### src/rtl/rv_ctrl_pkg.sv
// Shared encodings for the RV32I control path: FSM states, opcode classes,
// ALU op selects, writeback selects and trap causes.
package rv_ctrl_pkg;

  typedef enum logic [2:0] {
    S_IDLE,
    S_FETCH,
    S_DECODE,
    S_EXEC,
    S_MEM,
    S_WB,
    S_TRAP
  } state_t;

  // Opcode class = IR[6:2]
  localparam logic [4:0] CLS_LOAD     = 5'b00000;
  localparam logic [4:0] CLS_MISC_MEM = 5'b00011;
  localparam logic [4:0] CLS_OP_IMM   = 5'b00100;
  localparam logic [4:0] CLS_AUIPC    = 5'b00101;
  localparam logic [4:0] CLS_STORE    = 5'b01000;
  localparam logic [4:0] CLS_OP       = 5'b01100;
  localparam logic [4:0] CLS_LUI      = 5'b01101;
  localparam logic [4:0] CLS_BRANCH   = 5'b11000;
  localparam logic [4:0] CLS_JALR     = 5'b11001;
  localparam logic [4:0] CLS_JAL      = 5'b11011;
  localparam logic [4:0] CLS_SYSTEM   = 5'b11100;

  localparam logic [1:0] ALU_CMP    = 2'b00;
  localparam logic [1:0] ALU_OPIMM  = 2'b01;
  localparam logic [1:0] ALU_ADD    = 2'b10;
  localparam logic [1:0] ALU_OP     = 2'b11;

  localparam logic [1:0] WB_ALU     = 2'b00;
  localparam logic [1:0] WB_MEM     = 2'b01;
  localparam logic [1:0] WB_PC4     = 2'b10;
  localparam logic [1:0] WB_IMM     = 2'b11;

  localparam logic [1:0] CAUSE_NONE    = 2'b00;
  localparam logic [1:0] CAUSE_ILLEGAL = 2'b01;
  localparam logic [1:0] CAUSE_TIMEOUT = 2'b10;
  localparam logic [1:0] CAUSE_SYSTEM  = 2'b11;

  function automatic logic is_known_class(input logic [4:0] cls);
    logic known;
    case (cls)
      CLS_LOAD, CLS_MISC_MEM, CLS_OP_IMM, CLS_AUIPC, CLS_STORE, CLS_OP,
      CLS_LUI, CLS_BRANCH, CLS_JALR, CLS_JAL, CLS_SYSTEM: known = 1'b1;
      default:                                            known = 1'b0;
    endcase
    return known;
  endfunction

endpackage

### src/rtl/multicycle_control_if.sv
// Shared memory port handshake between the control unit and the memory arbiter.
interface multicycle_control_if;
  logic mem_req;
  logic mem_we;
  logic mem_addr_sel;
  logic mem_ack;

  modport master (
    output mem_req,
    output mem_we,
    output mem_addr_sel,
    input  mem_ack
  );

  modport slave (
    input  mem_req,
    input  mem_we,
    input  mem_addr_sel,
    output mem_ack
  );
endinterface

### src/rtl/multicycle_control_opclass_decode.sv
// Combinational RV32I opcode classifier, shared with the single-cycle control path.
module opclass_decode
  import rv_ctrl_pkg::*;
(
  input  logic [6:0] opcode,
  output logic [4:0] op_class,
  output logic       illegal
);

  always_comb begin
    op_class = opcode[6:2];
    illegal  = (opcode[1:0] != 2'b11) || !is_known_class(opcode[6:2]);
  end

endmodule

### src/rtl/multicycle_control.sv
// Multi-cycle RV32I control unit: FETCH/DECODE/EXEC/MEM/WB sequencing over a
// shared req/ack memory port, instret counting and sticky traps.
module multicycle_control
  import rv_ctrl_pkg::*;
#(
  parameter int unsigned TIMEOUT_W   = 8,
  parameter int unsigned MEM_TIMEOUT = 200,
  parameter int unsigned CNT_W       = 32
) (
  input  logic                  clk,
  input  logic                  rst,
  input  logic                  run,
  input  logic [6:0]            opcode,
  input  logic                  branch_taken,
  multicycle_control_if.master  mem,
  output logic                  ir_write,
  output logic                  pc_write,
  output logic                  pc_src,
  output logic                  reg_write,
  output logic                  imm_data,
  output logic                  alu_a_pc,
  output logic [1:0]            opcode_alu,
  output logic [1:0]            wb_sel,
  output logic                  retire,
  output logic [CNT_W-1:0]      instret,
  output logic                  busy,
  output logic                  trap,
  output logic [1:0]            trap_cause
);

  localparam logic [TIMEOUT_W-1:0] WAIT_LIMIT = TIMEOUT_W'(MEM_TIMEOUT);

  state_t                state;
  state_t                state_next;
  logic [4:0]            cls_q;
  logic [4:0]            dec_class;
  logic                  dec_illegal;
  logic [TIMEOUT_W-1:0]  wait_cnt;
  logic                  waiting;
  logic                  timeout;
  logic                  trap_set;
  logic [1:0]            cause_next;

  opclass_decode u_opclass_decode (
    .opcode   (opcode),
    .op_class (dec_class),
    .illegal  (dec_illegal)
  );

  // The counter holds the number of unacknowledged cycles already elapsed;
  // the cycle it equals MEM_TIMEOUT is the last chance for an ack to win.
  always_comb begin
    waiting = ((state == S_FETCH) || (state == S_MEM)) && !mem.mem_ack;
    timeout = waiting && (wait_cnt == WAIT_LIMIT);
  end

  always_ff @(posedge clk) begin
    if (rst) begin
      state <= S_IDLE;
    end else begin
      state <= state_next;
    end
  end

  always_ff @(posedge clk) begin
    if (rst) begin
      cls_q      <= '0;
      wait_cnt   <= '0;
      trap       <= 1'b0;
      trap_cause <= CAUSE_NONE;
      instret    <= '0;
    end else begin
      if (state == S_DECODE) begin
        cls_q <= dec_class;
      end
      wait_cnt <= (waiting && !timeout) ? wait_cnt + TIMEOUT_W'(1) : '0;
      if (trap_set) begin
        trap       <= 1'b1;
        trap_cause <= cause_next;
      end
      if (retire) begin
        instret <= instret + CNT_W'(1);
      end
    end
  end

  always_comb begin
    state_next = state;
    trap_set   = 1'b0;
    cause_next = CAUSE_NONE;
    case (state)
      S_IDLE: begin
        if (run) state_next = S_FETCH;
      end
      S_FETCH: begin
        if (mem.mem_ack) begin
          state_next = S_DECODE;
        end else if (timeout) begin
          state_next = S_TRAP;
          trap_set   = 1'b1;
          cause_next = CAUSE_TIMEOUT;
        end
      end
      S_DECODE: begin
        if (dec_illegal) begin
          state_next = S_TRAP;
          trap_set   = 1'b1;
          cause_next = CAUSE_ILLEGAL;
        end else if (dec_class == CLS_SYSTEM) begin
          state_next = S_TRAP;
          trap_set   = 1'b1;
          cause_next = CAUSE_SYSTEM;
        end else if (dec_class == CLS_MISC_MEM) begin
          state_next = S_FETCH;
        end else begin
          state_next = S_EXEC;
        end
      end
      S_EXEC: begin
        case (cls_q)
          CLS_BRANCH:           state_next = S_FETCH;
          CLS_LOAD, CLS_STORE:  state_next = S_MEM;
          default:              state_next = S_WB;
        endcase
      end
      S_MEM: begin
        if (mem.mem_ack) begin
          state_next = (cls_q == CLS_STORE) ? S_FETCH : S_WB;
        end else if (timeout) begin
          state_next = S_TRAP;
          trap_set   = 1'b1;
          cause_next = CAUSE_TIMEOUT;
        end
      end
      S_WB:    state_next = S_FETCH;
      S_TRAP:  state_next = S_TRAP;
      default: state_next = S_IDLE;
    endcase
  end

  always_comb begin
    mem.mem_req      = 1'b0;
    mem.mem_we       = 1'b0;
    mem.mem_addr_sel = 1'b0;
    ir_write         = 1'b0;
    pc_write         = 1'b0;
    pc_src           = 1'b0;
    reg_write        = 1'b0;
    imm_data         = 1'b0;
    alu_a_pc         = 1'b0;
    opcode_alu       = ALU_CMP;
    wb_sel           = WB_ALU;
    retire           = 1'b0;
    busy             = (state != S_IDLE) && (state != S_TRAP);
    case (state)
      S_FETCH: begin
        mem.mem_req = 1'b1;
        if (mem.mem_ack) begin
          ir_write = 1'b1;
          pc_write = 1'b1;
        end
      end
      S_DECODE: begin
        // FENCE completes here; class is not latched yet, so use the live decode
        retire = !dec_illegal && (dec_class == CLS_MISC_MEM);
      end
      S_EXEC: begin
        case (cls_q)
          CLS_OP_IMM: begin
            imm_data   = 1'b1;
            opcode_alu = ALU_OPIMM;
          end
          CLS_OP: begin
            opcode_alu = ALU_OP;
          end
          CLS_LOAD, CLS_STORE, CLS_JALR: begin
            imm_data   = 1'b1;
            opcode_alu = ALU_ADD;
          end
          CLS_JAL, CLS_AUIPC: begin
            alu_a_pc   = 1'b1;
            imm_data   = 1'b1;
            opcode_alu = ALU_ADD;
          end
          CLS_BRANCH: begin
            opcode_alu = ALU_CMP;
            pc_write   = branch_taken;
            pc_src     = 1'b1;
            retire     = 1'b1;
          end
          default: ;
        endcase
      end
      S_MEM: begin
        mem.mem_req      = 1'b1;
        mem.mem_addr_sel = 1'b1;
        mem.mem_we       = (cls_q == CLS_STORE);
        retire           = (cls_q == CLS_STORE) && mem.mem_ack;
      end
      S_WB: begin
        reg_write = 1'b1;
        retire    = 1'b1;
        case (cls_q)
          CLS_LOAD: wb_sel = WB_MEM;
          CLS_JAL, CLS_JALR: begin
            wb_sel   = WB_PC4;
            pc_write = 1'b1;
            pc_src   = 1'b1;
          end
          CLS_LUI:  wb_sel = WB_IMM;
          default:  wb_sel = WB_ALU;
        endcase
      end
      default: ;
    endcase
  end

endmodule

### src/flat_wrapper.sv
// flat-port wrapper written by rule: the top's interface ports become plain ports
module multicycle_control_flat import rv_ctrl_pkg::*;
#(
  parameter int unsigned TIMEOUT_W   = 8,
  parameter int unsigned MEM_TIMEOUT = 200,
  parameter int unsigned CNT_W       = 32
)
  (clk, rst, run, opcode, branch_taken, ir_write, pc_write, pc_src, reg_write, imm_data, alu_a_pc, opcode_alu, wb_sel, retire, instret, busy, trap, trap_cause, mem_mem_req, mem_mem_we, mem_mem_addr_sel, mem_mem_ack);
  multicycle_control_if mem_i ();
  input  logic clk;
  input  logic rst;
  input  logic run;
  input  logic [6:0] opcode;
  input  logic branch_taken;
  output logic ir_write;
  output logic pc_write;
  output logic pc_src;
  output logic reg_write;
  output logic imm_data;
  output logic alu_a_pc;
  output logic [1:0] opcode_alu;
  output logic [1:0] wb_sel;
  output logic retire;
  output logic [CNT_W-1:0] instret;
  output logic busy;
  output logic trap;
  output logic [1:0] trap_cause;
  output wire logic [$bits(mem_i.mem_req)-1:0] mem_mem_req;
  output wire logic [$bits(mem_i.mem_we)-1:0] mem_mem_we;
  output wire logic [$bits(mem_i.mem_addr_sel)-1:0] mem_mem_addr_sel;
  input wire logic [$bits(mem_i.mem_ack)-1:0] mem_mem_ack;
  assign mem_mem_req = mem_i.mem_req;
  assign mem_mem_we = mem_i.mem_we;
  assign mem_mem_addr_sel = mem_i.mem_addr_sel;
  assign mem_i.mem_ack = mem_mem_ack;
  multicycle_control #(.TIMEOUT_W(TIMEOUT_W), .MEM_TIMEOUT(MEM_TIMEOUT), .CNT_W(CNT_W)) u_core (.clk(clk), .rst(rst), .run(run), .opcode(opcode), .branch_taken(branch_taken), .mem(mem_i), .ir_write(ir_write), .pc_write(pc_write), .pc_src(pc_src), .reg_write(reg_write), .imm_data(imm_data), .alu_a_pc(alu_a_pc), .opcode_alu(opcode_alu), .wb_sel(wb_sel), .retire(retire), .instret(instret), .busy(busy), .trap(trap), .trap_cause(trap_cause));
endmodule
### config.mk
export PLATFORM = sky130hd
export DESIGN_NAME = multicycle_control_flat
export DESIGN_NICKNAME = d
export VERILOG_FILES = /design/src/rtl/rv_ctrl_pkg.sv /design/src/rtl/multicycle_control_if.sv /design/src/rtl/multicycle_control_opclass_decode.sv /design/src/rtl/multicycle_control.sv /design/src/flat_wrapper.sv
export SDC_FILE = /design/constraint.sdc
export NUM_CORES = 1
export LEC_CHECK = 0
export BUFFER_PORTS_ARGS = -buffer_cell sky130_fd_sc_hd__buf_2
export CORE_ASPECT_RATIO = 0.7
export CORE_MARGIN = 3
export CORE_UTILIZATION = 37
export CTS_CLUSTER_SIZE = 16
export DETAILED_ROUTE_END_ITERATION = 7
export PLACE_DENSITY = 0.58
export SETUP_SLACK_MARGIN = 0.15
export SYNTH_ARGS = -nofsm -noshare
export SYNTH_HDL_FRONTEND = slang
export SYNTH_HIERARCHICAL = 1
export SYNTH_SLANG_ARGS = --single-unit
### constraint.sdc
create_clock -name clk -period 6.3 [get_ports clk]
set_input_delay 0.63 -clock clk [delete_from_list [all_inputs] [get_ports clk]]
set_output_delay 0.63 -clock clk [all_outputs]
set_load 0.01 [all_outputs]
## Word-level counts from Yosys, hierarchy flattened

Memories as Yosys holds them, arrays and structs flattened.
Cells that the tools add are included.

- Input port bits: 12
- Memories: 1
- Logic and storage cells: 92
- Bits in read-only memories: 32
- Flip-flop bits (word level): 51
- Output and inout port bits: 50

- Equal/unequal tests: 20
- $add $sub $neg: 2
- Bitwise gates (word level): 1
- Reduce and logical (&&, ||, !) cells: 22
- Mux-type cells: 40

Memory list:

| memory | depth | bits a word | rd ports | clocked after Yosys merged registers in | write ports | line | RTL |
|---|---|---|---|---|---|---|---|
| (name not given) | 32 | 1 | 1 | 0 | 0 | rv_ctrl_pkg.sv:45 | `case (cls)` |

Operators with widths:

| kind | count |
|---|---|
| adder 32 x 1 -> 32 bit (second input constant) | 1 |
| two-way mux 3 bit | 7 |
| one-hot mux 3 bit (7 select lines) | 1 |
| equality test 5 bit (second input constant) | 4 |
| two-way mux 1 bit | 17 |
| equality test 5 x 4 -> 1 bit (second input constant) | 3 |
| two-way mux 2 bit | 7 |
| one-hot mux 2 bit (3 select lines) | 2 |
| equality test 5 x 3 -> 1 bit (second input constant) | 2 |
| OR reduction 2 bit | 5 |
| equality test 3 bit (second input constant) | 3 |
| adder 8 x 1 -> 8 bit (second input constant) | 1 |
| equality test 8 bit (second input constant) | 1 |
| equality test 3 x 2 -> 1 bit (second input constant) | 2 |
| logical AND 1 bit | 6 |
| one-hot mux 3 bit (2 select lines) | 1 |
| OR reduction 6 bit | 1 |
| equality test 5 x 2 -> 1 bit (second input constant) | 1 |
| logical NOT 5 bit | 1 |
| OR reduction 5 bit | 1 |
| logical NOT 1 bit | 4 |
| inequality test 2 bit (second input constant) | 2 |
| one-hot mux 1 bit (2 select lines) | 2 |
| one-hot mux 1 bit (4 select lines) | 1 |
| other kinds (8) | 9 |

## Longest topological paths before layout

Gate-level depths: netlist of run 1.

- Depth in word-level cells: 8
- Depth in mapped cells: 11
- Gate-level depth less buffers: 9

## Cells and area by module

Netlist of run 1, hierarchy kept.

By module, submodules not included:

| module | cells each | times used | area each (µm²) |
|---|---|---|---|
| multicycle_control | 391 | 1 | 3236.9 |
| opclass_decode | 16 | 1 | 112.6 |

## Worst setup path before layout of run 1

No wires, ideal clock.

- Path kind: input -> output
- From: in opcode[2]
- To: out retire
- Stages: 10
- Data arrival time: 2.344 ns
- Path slack: 3.326 ns
- Buffers on the path: 2
- Path through: inv_1 > ha_1 > and2b_1 > a2111oi_1 > o311ai_1 > nor4b_4 > o21ai_2 > buf_6 > buf_6 > nand2_1

- Longest elaborated chain between the ends: 6

RTL lines:

| what | line | RTL |
|---|---|---|
| start: declaration | flat_wrapper.sv:13 | `input logic [6:0] opcode;` |
| memory (32 x 1 bit) | -- |  |
| logical NOT 1 bit | multicycle_control_opclass_decode.sv:12 | `illegal = (opcode[1:0] != 2'b11) \|\| !is_known_class(opcode[6:2]);` |
| logical OR 1 bit | multicycle_control_opclass_decode.sv:12 |  |
| via u_core.dec_illegal | multicycle_control.sv:37 | `logic dec_illegal;` |
| logical NOT 1 bit | multicycle_control.sv:165 | `retire = !dec_illegal && (dec_class == CLS_MISC_MEM);` |
| logical AND 1 bit | multicycle_control.sv:165 |  |
| one-hot mux 1 bit (4 select lines) | multicycle_control.sv:155 | `case (state)` |
| end: declaration | flat_wrapper.sv:23 | `output logic retire;` |

The timed path passes the listed nets, and every way through them passes these cells.

## Final worst setup path of run 1

Same ends and word-level chain as after synthesis.

==> results of run 1 <==
==> stage by stage <==
stage          setup slack [ns]  cells
2_1_floorplan              3.33    407
3_3_place_gp               2.98    559
3_5_place_dp               2.90    559
4_1_cts                    2.90    567
5_1_grt                    2.69    567
6_report                   2.91    567
==> cell usage after synthesis (3+ instances only) <==
cell / instances / share of area
sky130_fd_sc_hd__nand3_1: 20 / 0.030
sky130_fd_sc_hd__mux2_1: 7 / 0.024
sky130_fd_sc_hd__nand3b_1: 3 / 0.0067
sky130_fd_sc_hd__nor2b_1: 30 / 0.056
sky130_fd_sc_hd__buf_2: 8 / 0.012
sky130_fd_sc_hd__and3_1: 10 / 0.019
sky130_fd_sc_hd__inv_1: 13 / 0.015
sky130_fd_sc_hd__mux2_2: 21 / 0.071
sky130_fd_sc_hd__or3_1: 3 / 0.0056
sky130_fd_sc_hd__dfxtp_1: 51 / 0.30
sky130_fd_sc_hd__mux2i_1: 5 / 0.015
sky130_fd_sc_hd__a31oi_1: 4 / 0.0075
sky130_fd_sc_hd__nand2b_1: 4 / 0.0075
sky130_fd_sc_hd__a211oi_1: 13 / 0.029
sky130_fd_sc_hd__clkbuf_1: 10 / 0.011
sky130_fd_sc_hd__nor4_1: 5 / 0.0093
sky130_fd_sc_hd__o21ai_0: 10 / 0.015
sky130_fd_sc_hd__nand4_1: 10 / 0.019
sky130_fd_sc_hd__ha_1: 4 / 0.015
sky130_fd_sc_hd__nor3_1: 11 / 0.016
sky130_fd_sc_hd__nand2_1: 26 / 0.029
sky130_fd_sc_hd__a21oi_2: 4 / 0.010
sky130_fd_sc_hd__buf_6: 6 / 0.020
sky130_fd_sc_hd__a21oi_1: 18 / 0.027
sky130_fd_sc_hd__xor2_1: 5 / 0.013
sky130_fd_sc_hd__nor2_1: 60 / 0.067
sky130_fd_sc_hd__buf_4: 5 / 0.011
==> cell families (layout without fill, tap and decap cells) <==
| group | count (synthesis) | count (layout) |
|---|---|---|
| flops | 51 | 51 |
| buf+inv | 44 | 84 |
| xor+xnor | 6 | 6 |
| fa+ha+maj | 4 | 4 |
| mux | 35 | 35 |
| simple gates | 198 | 198 |
| compound gates | 69 | 69 |
==> cell usage in the layout (no fill, tap or decap), drive strengths merged, types with 2 or more instances in the layout <==
cell	instances
buf	63
xor2	5
and4bb	2
a21oi	22
o21a	2
and2b	2
o21ai	11
nand3b	3
nor3b	2
a211oi	14
nor2	61
inv	13
a31oi	5
nor2b	30
o41ai	2
dfxtp	51
a2111oi	3
bufinv	2
mux2	30
nand4	12
nand2b	4
nand3	20
ha	4
clkbuf	5
and3	11
mux2i	5
nor3	12
nor4	5
or3	3
nand2	26
==> worst max-delay path, delay by kind of cell <==
| kind | cells | cell delay [ns] |
|---|---|---|
| compound gates | 3 | 0.78 |
| fa+ha+maj | 1 | 0.28 |
| buf+inv | 4 | 0.72 |
| simple gates | 3 | 0.34 |
==> metal layers <==
layer | vias up | GRT usage | wire length [um]
met5 | - | 0 | 0
met4 | 0 | 0.0437 | 64
met3 | 4 | 0.0349 | 398
met2 | 69 | 0.230 | 3400
met1 | 1391 | 0.246 | 4410
li1 | 1509 | - | -
==> path summary, 6_finish.rpt <==
path	end	slack (ns)
max	retire	2.91
min	u_core/trap_cause[0]	0.46
max reg2reg	u_core/instret[3]	3.82
min reg2reg	u_core/trap_cause[0]	0.46
==> sequential cells by signal, summed over array words and instances (netlist names) <==
signal / count
u_core/trap: 1
u_core/trap_cause: 2
u_core/wait_cnt: 8
u_core/instret: 32
u_core/cls_q: 5
u_core/state: 3
==> cell type report <==
cell class                 instances  area [um2]
clock inverter                     3        67.6
sequential                        51        1020
multi-input combinational        312        2090
tap                              120         150
clock buffer                       5         125
fill                             881        4800
inverter                          13        48.8
timing repair buffer              63         320
==> where the power goes <==
part           total, mW  internal, mW  switching [mW]
registers          0.339         0.327          0.0120
logic             0.0662        0.0260          0.0402
clock network      0.355         0.228           0.127
total              0.760         0.581           0.180
==> flow_summary.yaml, run 1 <==
synth:
  mappedNetlistNets: 423
  synth_mux_area_frac: 0.118
  synth_fa_ha_area_frac: 0.0149
  yosys_warnings: 6
  combinational_family_with_the_most_area_after_synthesis: "simple AND/OR/NAND/NOR gates"
  synth_cell_types: 61
  synth-xor-area-share: 0.0157
  avgSynthCellArea_um2: 8.23
  synth_compound_gate_area_share: 0.155
  edff_count_synth: 0
  synth_async_sr_flop_share: 0
  post_synth_inst_count: 407
  synth_flop_cell: "sky130_fd_sc_hd__dfxtp_1"
  yosys.area_share.simple: 0.319
  syn-cell-area_um2: 3350
  yosysSeqAreaShare: 0.305
  ys_ff_latch: 51
sta:
  report.final.setup_viol: 0
  drv_slew: 0
  skew_ns: 0.00613
  finalCritPeriodShare: 0.538
  period_minus_slack_ns: 3.39
  finalHoldViolCount: 0
  finalSetupTns_ns: 0
  worst_hold_slack_ns: 0.455
  max-slew-margin-rel: 0.352
  worstMarginPinSlew_ns: 0.972
  rsz0062_at_grt: "false"
  fmax_mhz: 295
cells_and_area:
  diodes: 0
  finish.instance_area_um2: 3820
  fin_util: 0.443
  area_growth_syn_to_layout_pct: 14.0
  fin_nets: 462
  post_route_cells_drive_above_1_share: 0.253
worst_setup_path:
  critical_register_to_register_path_startpoint: "u_core/state[0]"
  timing.critical_path.cells: "buf_2, inv_1, ha_1, and2b_1, a2111oi_1, o311ai_1, nor4b_4, o21ai_2, buf_4, nand2_1, buf_2"
  crit_fanout: 29
  worst_ep_arrival_time_ns: 2.76
  endpoint_kind: "output pin"
  ff2ff_path_depth: 5
  path_class: "in -> out"
  timing.critical_path.slowest_cell_delay_ns: 0.58
  critical_path_required_ns: 5.67
  crit_path_from: "opcode[2]"
  critical_path.startpoint_type: "input pin"
  worst_path_max_delay_cell: "sky130_fd_sc_hd__o311ai_1"
  crit_top_cell: "sky130_fd_sc_hd__buf_2"
global_route:
  grt_max_degree: 73
  antenna_found_initial: 0
  grt_pass1_vias: 2662
  grt.overflow.total: 0
  grt_util_all_layers: 0.162
  wire_length_of_the_first_global_routing_pass_mm: 13.6
clocking:
  cts_resized: 0
  holdBufCountCts: 0
  tritoncts: "done"
  numClockSinks: 51
  post_cts_setup_driven_buffer_insertion_count: 0
  cts_max_path_buffers: 2
  cts_buffers: 5
  cts.clk_slew.worst_paths_ns: 0.07
  clock-root-buffer: "sky130_fd_sc_hd__clkbuf_16"
  clk-insertion-delay-late_ns: 0.29
  clock_tree.htree_level_count: 2
floorplanning:
  floorplan.initialDensity: 0.389
  io_pins: 62
  die_y_um: 85.6
  core_area_um2: 8620
  die_area_um2: 10200
  die_width_um: 120
  std_cell_rows: 28
detailed_routing:
  dr.pass1.iters: 4
  drt.antenna.violating_nets: 0
  post_detailed_routing_wire_length_mm: 8.27
  drtIter0Drc: 186
  wire_per_inst_um: 14.6
  routed-via-count: 2973
  drc_violations: 0
  avgViaCountPerCell: 5.24
hold_path:
  worstHoldPathCells: 2
  hold_path_startpoint: "u_core/trap_cause[0]"
  hold_path.class: "reg -> reg"
placement:
  place_hpwl_mm: 5.75
  finalWeightedCongestion: 0.798
  port-buffer-count: 61
  dpl_cell_area_um2: 3630
power:
  p_total_mw: 0.760
  power_density_nw_per_um2: 199
  p_leak_nw: 1.54
  max-vdd-ir-drop_mv: 0.112
flow_run:
  max-cap-violations: 0
outcome:
  status: "finished clean"
Note: power is estimated with default switching activity, not from simulation.
==> run 2: changes to the inputs <==
--- a/config.mk
+++ b/config.mk
@@ -5,13 +5,14 @@
 export SDC_FILE = /design/constraint.sdc
 export NUM_CORES = 1
 export LEC_CHECK = 0
+export ABC_AREA = 1
 export BUFFER_PORTS_ARGS = -buffer_cell sky130_fd_sc_hd__buf_2
 export CORE_ASPECT_RATIO = 0.7
 export CORE_MARGIN = 3
 export CORE_UTILIZATION = 37
 export CTS_CLUSTER_SIZE = 16
 export DETAILED_ROUTE_END_ITERATION = 7
-export PLACE_DENSITY = 0.58
+export PLACE_DENSITY = 0.6
 export SETUP_SLACK_MARGIN = 0.15
 export SYNTH_ARGS = -nofsm -noshare
 export SYNTH_HDL_FRONTEND = slang
==> constraint.sdc (replaced) <==
create_clock -name clk -period 2.97 [get_ports clk]
set_input_delay 0.297 -clock clk [delete_from_list [all_inputs] [get_ports clk]]
set_output_delay 0.297 -clock clk [all_outputs]
set_load 0.01 [all_outputs]
==> run 2 against run 1 <==
Compared with the run above:
- first-iteration DRC count increased by 80%
- synthesized area increased by 0.52%
- worst setup slack got worse by 2.3 ns
- sequential cell count unchanged
- sequential share of layout area decreased by 0.38 points
- global-route usage increased by 3.8 points
- sequential power increased by 110%
- wire length increased by 23%
- count of clock-buffer cells in the layout unchanged
- worst hold slack got worse by 0.14 ns
- critical path type unchanged
- highest routed layer unchanged
==> flow_summary.yaml, run 2 <==
worst_setup_path:
  ff2ff_path_depth: 10
  endpoint_kind: "output pin"
  critical_path_required_ns: 2.67
  r2r-end: "u_core/instret[26]"
  critPathBufInv: 4
  worst-r2r-setup-slack_ns: 0.79
  worst_path_max_delay_cell: "sky130_fd_sc_hd__ha_1"
  critical_path.startpoint_type: "input pin"
  crit_top_cell: "sky130_fd_sc_hd__nand2_1"
  timing.critical_path.slowest_cell_delay_ns: 0.28
  timing.critical_path.cells: "buf_2, inv_1, ha_1, o21ai_0, nand2_1, nand2_1, nand3_2, inv_1, nand2_1, nor3_1, nand3_2, nand3_4, buf_2"
  path_class: "in -> out"
  worst_ep_arrival_time_ns: 2.07
  crit_fanout: 16
  crit_path_leading_delay_family: "simple AND/OR/NAND/NOR gates"
  critical_register_to_register_path_startpoint: "u_core/instret[0]"
detailed_routing:
  avgViaCountPerCell: 5.07
  drt.antenna.violating_nets: 0
  wire_per_inst_um: 14.0
  drtIter0Drc: 334
  routed-via-count: 3676
  dr.pass1.iters: 5
  drc_violations: 0
  post_detailed_routing_wire_length_mm: 10.1
power:
  power_density_nw_per_um2: 363
  max-vdd-ir-drop_mv: 0.201
  p_leak_nw: 1.63
  p_total_mw: 1.41
clocking:
  holdBufCountCts: 0
  clk-insertion-delay-late_ns: 0.29
  numClockSinks: 51
  clock_tree.htree_level_count: 2
  tritoncts: "done"
  cts_buffers: 5
  cts_resized: 0
  post_cts_setup_driven_buffer_insertion_count: 0
  clock-root-buffer: "sky130_fd_sc_hd__clkbuf_16"
  cts_max_path_buffers: 2
  cts.clk_slew.worst_paths_ns: 0.07
global_route:
  antenna_found_initial: 0
  wire_length_of_the_first_global_routing_pass_mm: 16.8
  grt.overflow.total: 0
  grt_max_degree: 36
  grt_pass1_vias: 3216
  grt_util_all_layers: 0.201
placement:
  port-buffer-count: 61
  place_hpwl_mm: 7.66
  preCtsSetupSlack_ns: 0.558
  finalWeightedCongestion: 0.964
  placedCellCount: 717
sta:
  skew_ns: 0.00464
  drv_slew: 0
  fmax_mhz: 423
  max-slew-margin-rel: 0.707
  finalSetupTns_ns: 0
  period_minus_slack_ns: 2.36
  rsz0062_at_grt: "false"
  worstMarginPinSlew_ns: 0.438
  finalHoldViolCount: 0
  finalCritPeriodShare: 0.796
  final.setup.worst_slack_ns: 0.605
  report.final.setup_viol: 0
synth:
  yosys_warnings: 6
  edff_count_synth: 0
  ys_ff_latch: 51
  mappedNetlistNets: 568
  synthTopCellsByArea: "sky130_fd_sc_hd__dfxtp_1 30%, sky130_fd_sc_hd__nand2_1 20%, sky130_fd_sc_hd__nor2_1 8.9%, sky130_fd_sc_hd__nand4_1 6.7%, sky130_fd_sc_hd__a21oi_1 6.4%"
  post_synth_inst_count: 552
  avgSynthCellArea_um2: 6.10
  synth.most_common_cell: "sky130_fd_sc_hd__nand2_1"
  synth_commonest_cells: "181 x sky130_fd_sc_hd__nand2_1, 80 x sky130_fd_sc_hd__nor2_1, 55 x sky130_fd_sc_hd__inv_1"
  yosysSeqAreaShare: 0.303
  syn-cell-area_um2: 3370
  synth_flop_cell: "sky130_fd_sc_hd__dfxtp_1"
  synth_top_cell_area_share: 0.303
  synth_async_sr_flop_share: 0
  synth_cell_types: 32
  dominant_cell_type_by_area_after_synthesis: "sky130_fd_sc_hd__dfxtp_1"
hold_path:
  hold_path.class: "in -> reg"
  hold_path_startpoint: "opcode[2]"
  worstHoldPathCells: 3
  whs_endpoint: "u_core/cls_q[0]"
cells_and_area:
  area_growth_syn_to_layout_pct: 15.1
  fill_cells: 924
  layout.cells.most_common_list: "181 x sky130_fd_sc_hd__nand2_1, 80 x sky130_fd_sc_hd__nor2_1, 61 x sky130_fd_sc_hd__buf_2, 55 x sky130_fd_sc_hd__inv_1, 51 x sky130_fd_sc_hd__dfxtp_1"
  largest_regs: "u_core/instret (32), u_core/wait_cnt (8), u_core/cls_q (5)"
  ff_latch_area_um2: 1020
  area_of_the_multi_input_gates_um2: 2000
  most_flops_register: "u_core/instret"
  final_cell_count_no_fill: 725
  post_route_cells_drive_above_1_share: 0.147
  layout_commonest_cell: "sky130_fd_sc_hd__nand2_1"
  fin_nets: 620
  diodes: 0
  largest_register_ff_count: 32
floorplanning:
  io_pins: 62
  floorplan.initialDensity: 0.389
  std_cell_rows: 28
  die_y_um: 85.8
  die_width_um: 120
  core_area_um2: 8650
  die_area_um2: 10300
flow_run:
  max-cap-violations: 0
outcome:
  status: "finished clean"
[run 2: cell types whose count changed after synthesis, sizes merged, moves of 8 or more]
| cell | before | now |
|---|---|---|
| nand2 | 26 | 182 |
| mux2 | 30 | 0 |
| nor2 | 61 | 80 |
| a211oi | 14 | 0 |
| inv | 13 | 58 |
| a21oi | 22 | 44 |
| and3 | 11 | 1 |
| nor2b | 30 | 0 |
| nand4 | 12 | 36 |
| nand3 | 20 | 28 |
[run 2: cell type report]
| type | instances | share of cell area |
|---|---|---|
| clock buffers | 5 | 0.0323 |
| repair buffers | 66 | 0.0885 |
| clock inverters | 3 | 0.00387 |
| well taps | 120 | 0.0387 |
| inverters | 58 | 0.0562 |
| multi-input cells | 422 | 0.517 |
| flip-flops and latches | 51 | 0.263 |
[run 2: how the worst max path moves through the flow]
stage               from            endpoint  depth (start not counted)
4_1_cts        opcode[2]              retire                         13
6_report       opcode[2]              retire                         13
5_1_grt        opcode[2]              retire                         13
2_1_floorplan  opcode[2]              retire                         12
3_5_place_dp   opcode[2]   u_core/instret[2]                         15
3_3_place_gp   opcode[3]  u_core/instret[18]                         15
[run 2: cells by family (layout without fill, tap and decap cells)]
kind of cell	count (synthesis)	after routing	synth area share
buffers and inverters	79	132	0.102
XOR/XNOR	13	13	0.0338
flip-flops	51	51	0.303
AO/OA/AOI/OAI	66	66	0.106
adder cells (fa/ha/maj)	4	4	0.0149
AND/OR/NAND/NOR	339	339	0.441
[run 2: power by group]
group,switching (mW),internal (mW)
Combinational,0.0921,0.0425
Sequential,0.0141,0.695
Clock,0.255,0.308
[run 2: routing by layer]
layer	vias up	GRT usage	wire length, um
met5	-	0	0
met4	0	0.0312	27
met3	4	0.0369	767
met2	110	0.274	3850
met1	1675	0.326	5490
li1	1887	-	-
[run 2: worst reg2reg max path, delay by kind of cell (launching register included)]
family                     cells  cell delay [ns]
and+or+nand+nor                7             0.97
DFF                            1             0.51
adders and majority gates      1             0.35
buffers and inverters          1             0.15
AOI/OAI and AO/OA              1             0.07
[run 2: metrics by stage]
step                utilization  hold slack, ns  instance area [um2]
floorplan                     -           0.441                 3370
global placement          0.432           0.458                 3730
detailed placement        0.432           0.461                 3730
CTS                       0.448           0.306                 3870
global route              0.448           0.330                 3870
finish                    0.448           0.312                 3870
==> run 3: changes to the inputs <==
==> constraint.sdc (replaced) <==
create_clock -name clk -period 2 [get_ports clk]
set_input_delay 0.2 -clock clk [delete_from_list [all_inputs] [get_ports clk]]
set_output_delay 0.2 -clock clk [all_outputs]
set_load 0.01 [all_outputs]
==> run 3 against run 2 <==
Compared with the run above:
- power grew 72%
- register-to-register slack lost 0.51 ns
- worst setup slack lost 0.38 ns
- die area is the same
- utilization grew 4.6 points
- wire length grew 4.4%
- clock skew grew 0.0015 ns
- critical path type is now reg -> out
- largest cell class unchanged
==> flow_summary.yaml, run 3 (same netlist as run 2, synthesis figures left out) <==
sta:
  worst_hold_slack_ns: 0.254
  report.final.setup_viol: 0
  finalHoldViolCount: 0
  worstMarginPinSlew_ns: 0.411
  finalCritPeriodShare: 0.887
  max-slew-margin-rel: 0.726
  period_minus_slack_ns: 1.77
  final.setup.worst_slack_ns: 0.225
  fmax_mhz: 563
  rsz0062_at_grt: "true"
  drv_slew: 0
  skew_ns: 0.00619
clocking:
  clock_tree.htree_level_count: 2
  tritoncts: "done"
  cts.clk_slew.worst_paths_ns: 0.07
  numClockSinks: 51
  cts_max_path_buffers: 2
  clock-root-buffer: "sky130_fd_sc_hd__clkbuf_16"
  clk-insertion-delay-late_ns: 0.30
  cts_buffers: 5
worst_setup_path:
  critical_register_to_register_path_startpoint: "u_core/cls_q[1]"
  path_class: "reg -> out"
  endpoint_kind: "output pin"
  critical_path_required_ns: 1.80
  timing.critical_path.to: "retire"
  r2r-end: "u_core/instret[17]"
  crit_fanout: 4
  worst-r2r-setup-slack_ns: 0.28
  ff2ff_path_depth: 9
  critical_path.startpoint_type: "register"
  crit_path_from: "u_core/cls_q[1]"
  worst_ep_arrival_time_ns: 1.57
placement:
  finalWeightedCongestion: 0.971
  port-buffer-count: 61
  placedCellCount: 733
  preCtsSetupSlack_ns: -0.0823
  place_hpwl_mm: 7.86
floorplanning:
  std_cell_rows: 28
  io_pins: 62
  die_area_um2: 10300
  die_width_um: 120
  floorplan.initialDensity: 0.389
  core_area_um2: 8650
  die_y_um: 85.8
hold_path:
  hold_path.class: "in -> reg"
global_route:
  grt_pass1_vias: 3325
  wire_length_of_the_first_global_routing_pass_mm: 17.2
  grt_max_degree: 36
  grt.overflow.total: 0
  antenna_found_initial: 0
  grt_util_all_layers: 0.205
flow_run:
  max-cap-violations: 0
cells_and_area:
  fill_cells: 932
  layout.cells.most_common_list: "179 x sky130_fd_sc_hd__nand2_1, 73 x sky130_fd_sc_hd__nor2_1, 58 x sky130_fd_sc_hd__buf_2, 52 x sky130_fd_sc_hd__inv_1, 49 x sky130_fd_sc_hd__dfxtp_1"
  fin_util: 0.494
  most_flops_register: "u_core/instret"
  largest_regs: "u_core/instret (32), u_core/wait_cnt (8), u_core/cls_q (5)"
  largest_register_ff_count: 32
  final_cell_count_no_fill: 751
  area_growth_syn_to_layout_pct: 26.9
  post_route_cells_drive_above_1_share: 0.216
  diodes: 0
  fin_nets: 646
  layout_commonest_cell: "sky130_fd_sc_hd__nand2_1"
power:
  p_leak_nw: 1.81
  max-vdd-ir-drop_mv: 0.299
  power_density_nw_per_um2: 565
detailed_routing:
  wire_per_inst_um: 14.1
  drtIter0Drc: 414
  drt.antenna.violating_nets: 0
  avgViaCountPerCell: 5.08
  routed-via-count: 3812
  dr.pass1.iters: 5
  drc_violations: 0
  post_detailed_routing_wire_length_mm: 10.6
outcome:
  status: "finished clean"
==> run 3: repair_timing <==
action / 4_1_cts / 5_1_grt
gates resized for setup: 3 / 29
setup buffers: 3 / 7
hold buffers: 0 / 0
pin swaps: 3 / 8
setup endpoints to repair: 34 / 38
==> run 3: final cells by class <==
| cell class | instances | area (um2) | area share |
|---|---|---|---|
| clock inverter | 3 | 67.6 | 0.0158 |
| multi-input combinational | 422 | 2080 | 0.488 |
| tap | 120 | 150 | 0.0351 |
| clock buffer | 5 | 125 | 0.0293 |
| inverter | 58 | 218 | 0.0510 |
| timing repair buffer | 92 | 602 | 0.141 |
| sequential | 51 | 1030 | 0.240 |
==> run 3: worst min-delay path by stage <==
stage | startpoint | endpoint | depth (start not counted) | slack [ns]
floorplan | mem_mem_ack | u_core/state[0] | 3 | 0.41
global placement | u_core/trap | u_core/trap | 2 | 0.46
detailed placement | u_core/trap_cause[1] | u_core/trap_cause[1] | 2 | 0.46
CTS | opcode[5] | u_core/cls_q[3] | 3 | 0.22
global route | opcode[5] | u_core/cls_q[3] | 3 | 0.28
finish | opcode[5] | u_core/cls_q[3] | 3 | 0.25
==> run 3: report_power, final <==
part / internal, mW / switching [mW]
Clock: 0.717 / 0.400
Sequential: 1.03 / 0.0148
Combinational: 0.0922 / 0.158
Total: 1.84 / 0.574
==> run 3: routing by layer <==
layer / part of all wire / vias to the layer above / GRT usage
li1: - / 1942 / -
met1: 0.52 / 1750 / 0.322
met2: 0.40 / 114 / 0.285
met3: 0.074 / 6 / 0.0415
met4: 0.0056 / 0 / 0.0426
met5: 0 / - / 0
==> run 3: stage by stage <==
stage	area, um2	power [mW]	TNS (ns)
global route	4270	2.51	0
floorplan	3370	1.21	0
CTS	4120	2.42	0
global placement	3890	1.29	-0.0707
finish	4270	2.41	0
detailed placement	3890	1.29	-1.53
==> run 3: critical path: stages (launching register included) <==
cell and delay, ns:
sky130_fd_sc_hd__dfxtp_1 0.35, sky130_fd_sc_hd__nor2_1 0.13, sky130_fd_sc_hd__nand2_1 0.12, sky130_fd_sc_hd__nor2_1 0.29, sky130_fd_sc_hd__nand2_2 0.17, sky130_fd_sc_hd__nand3_4 0.10, sky130_fd_sc_hd__buf_6 0.11
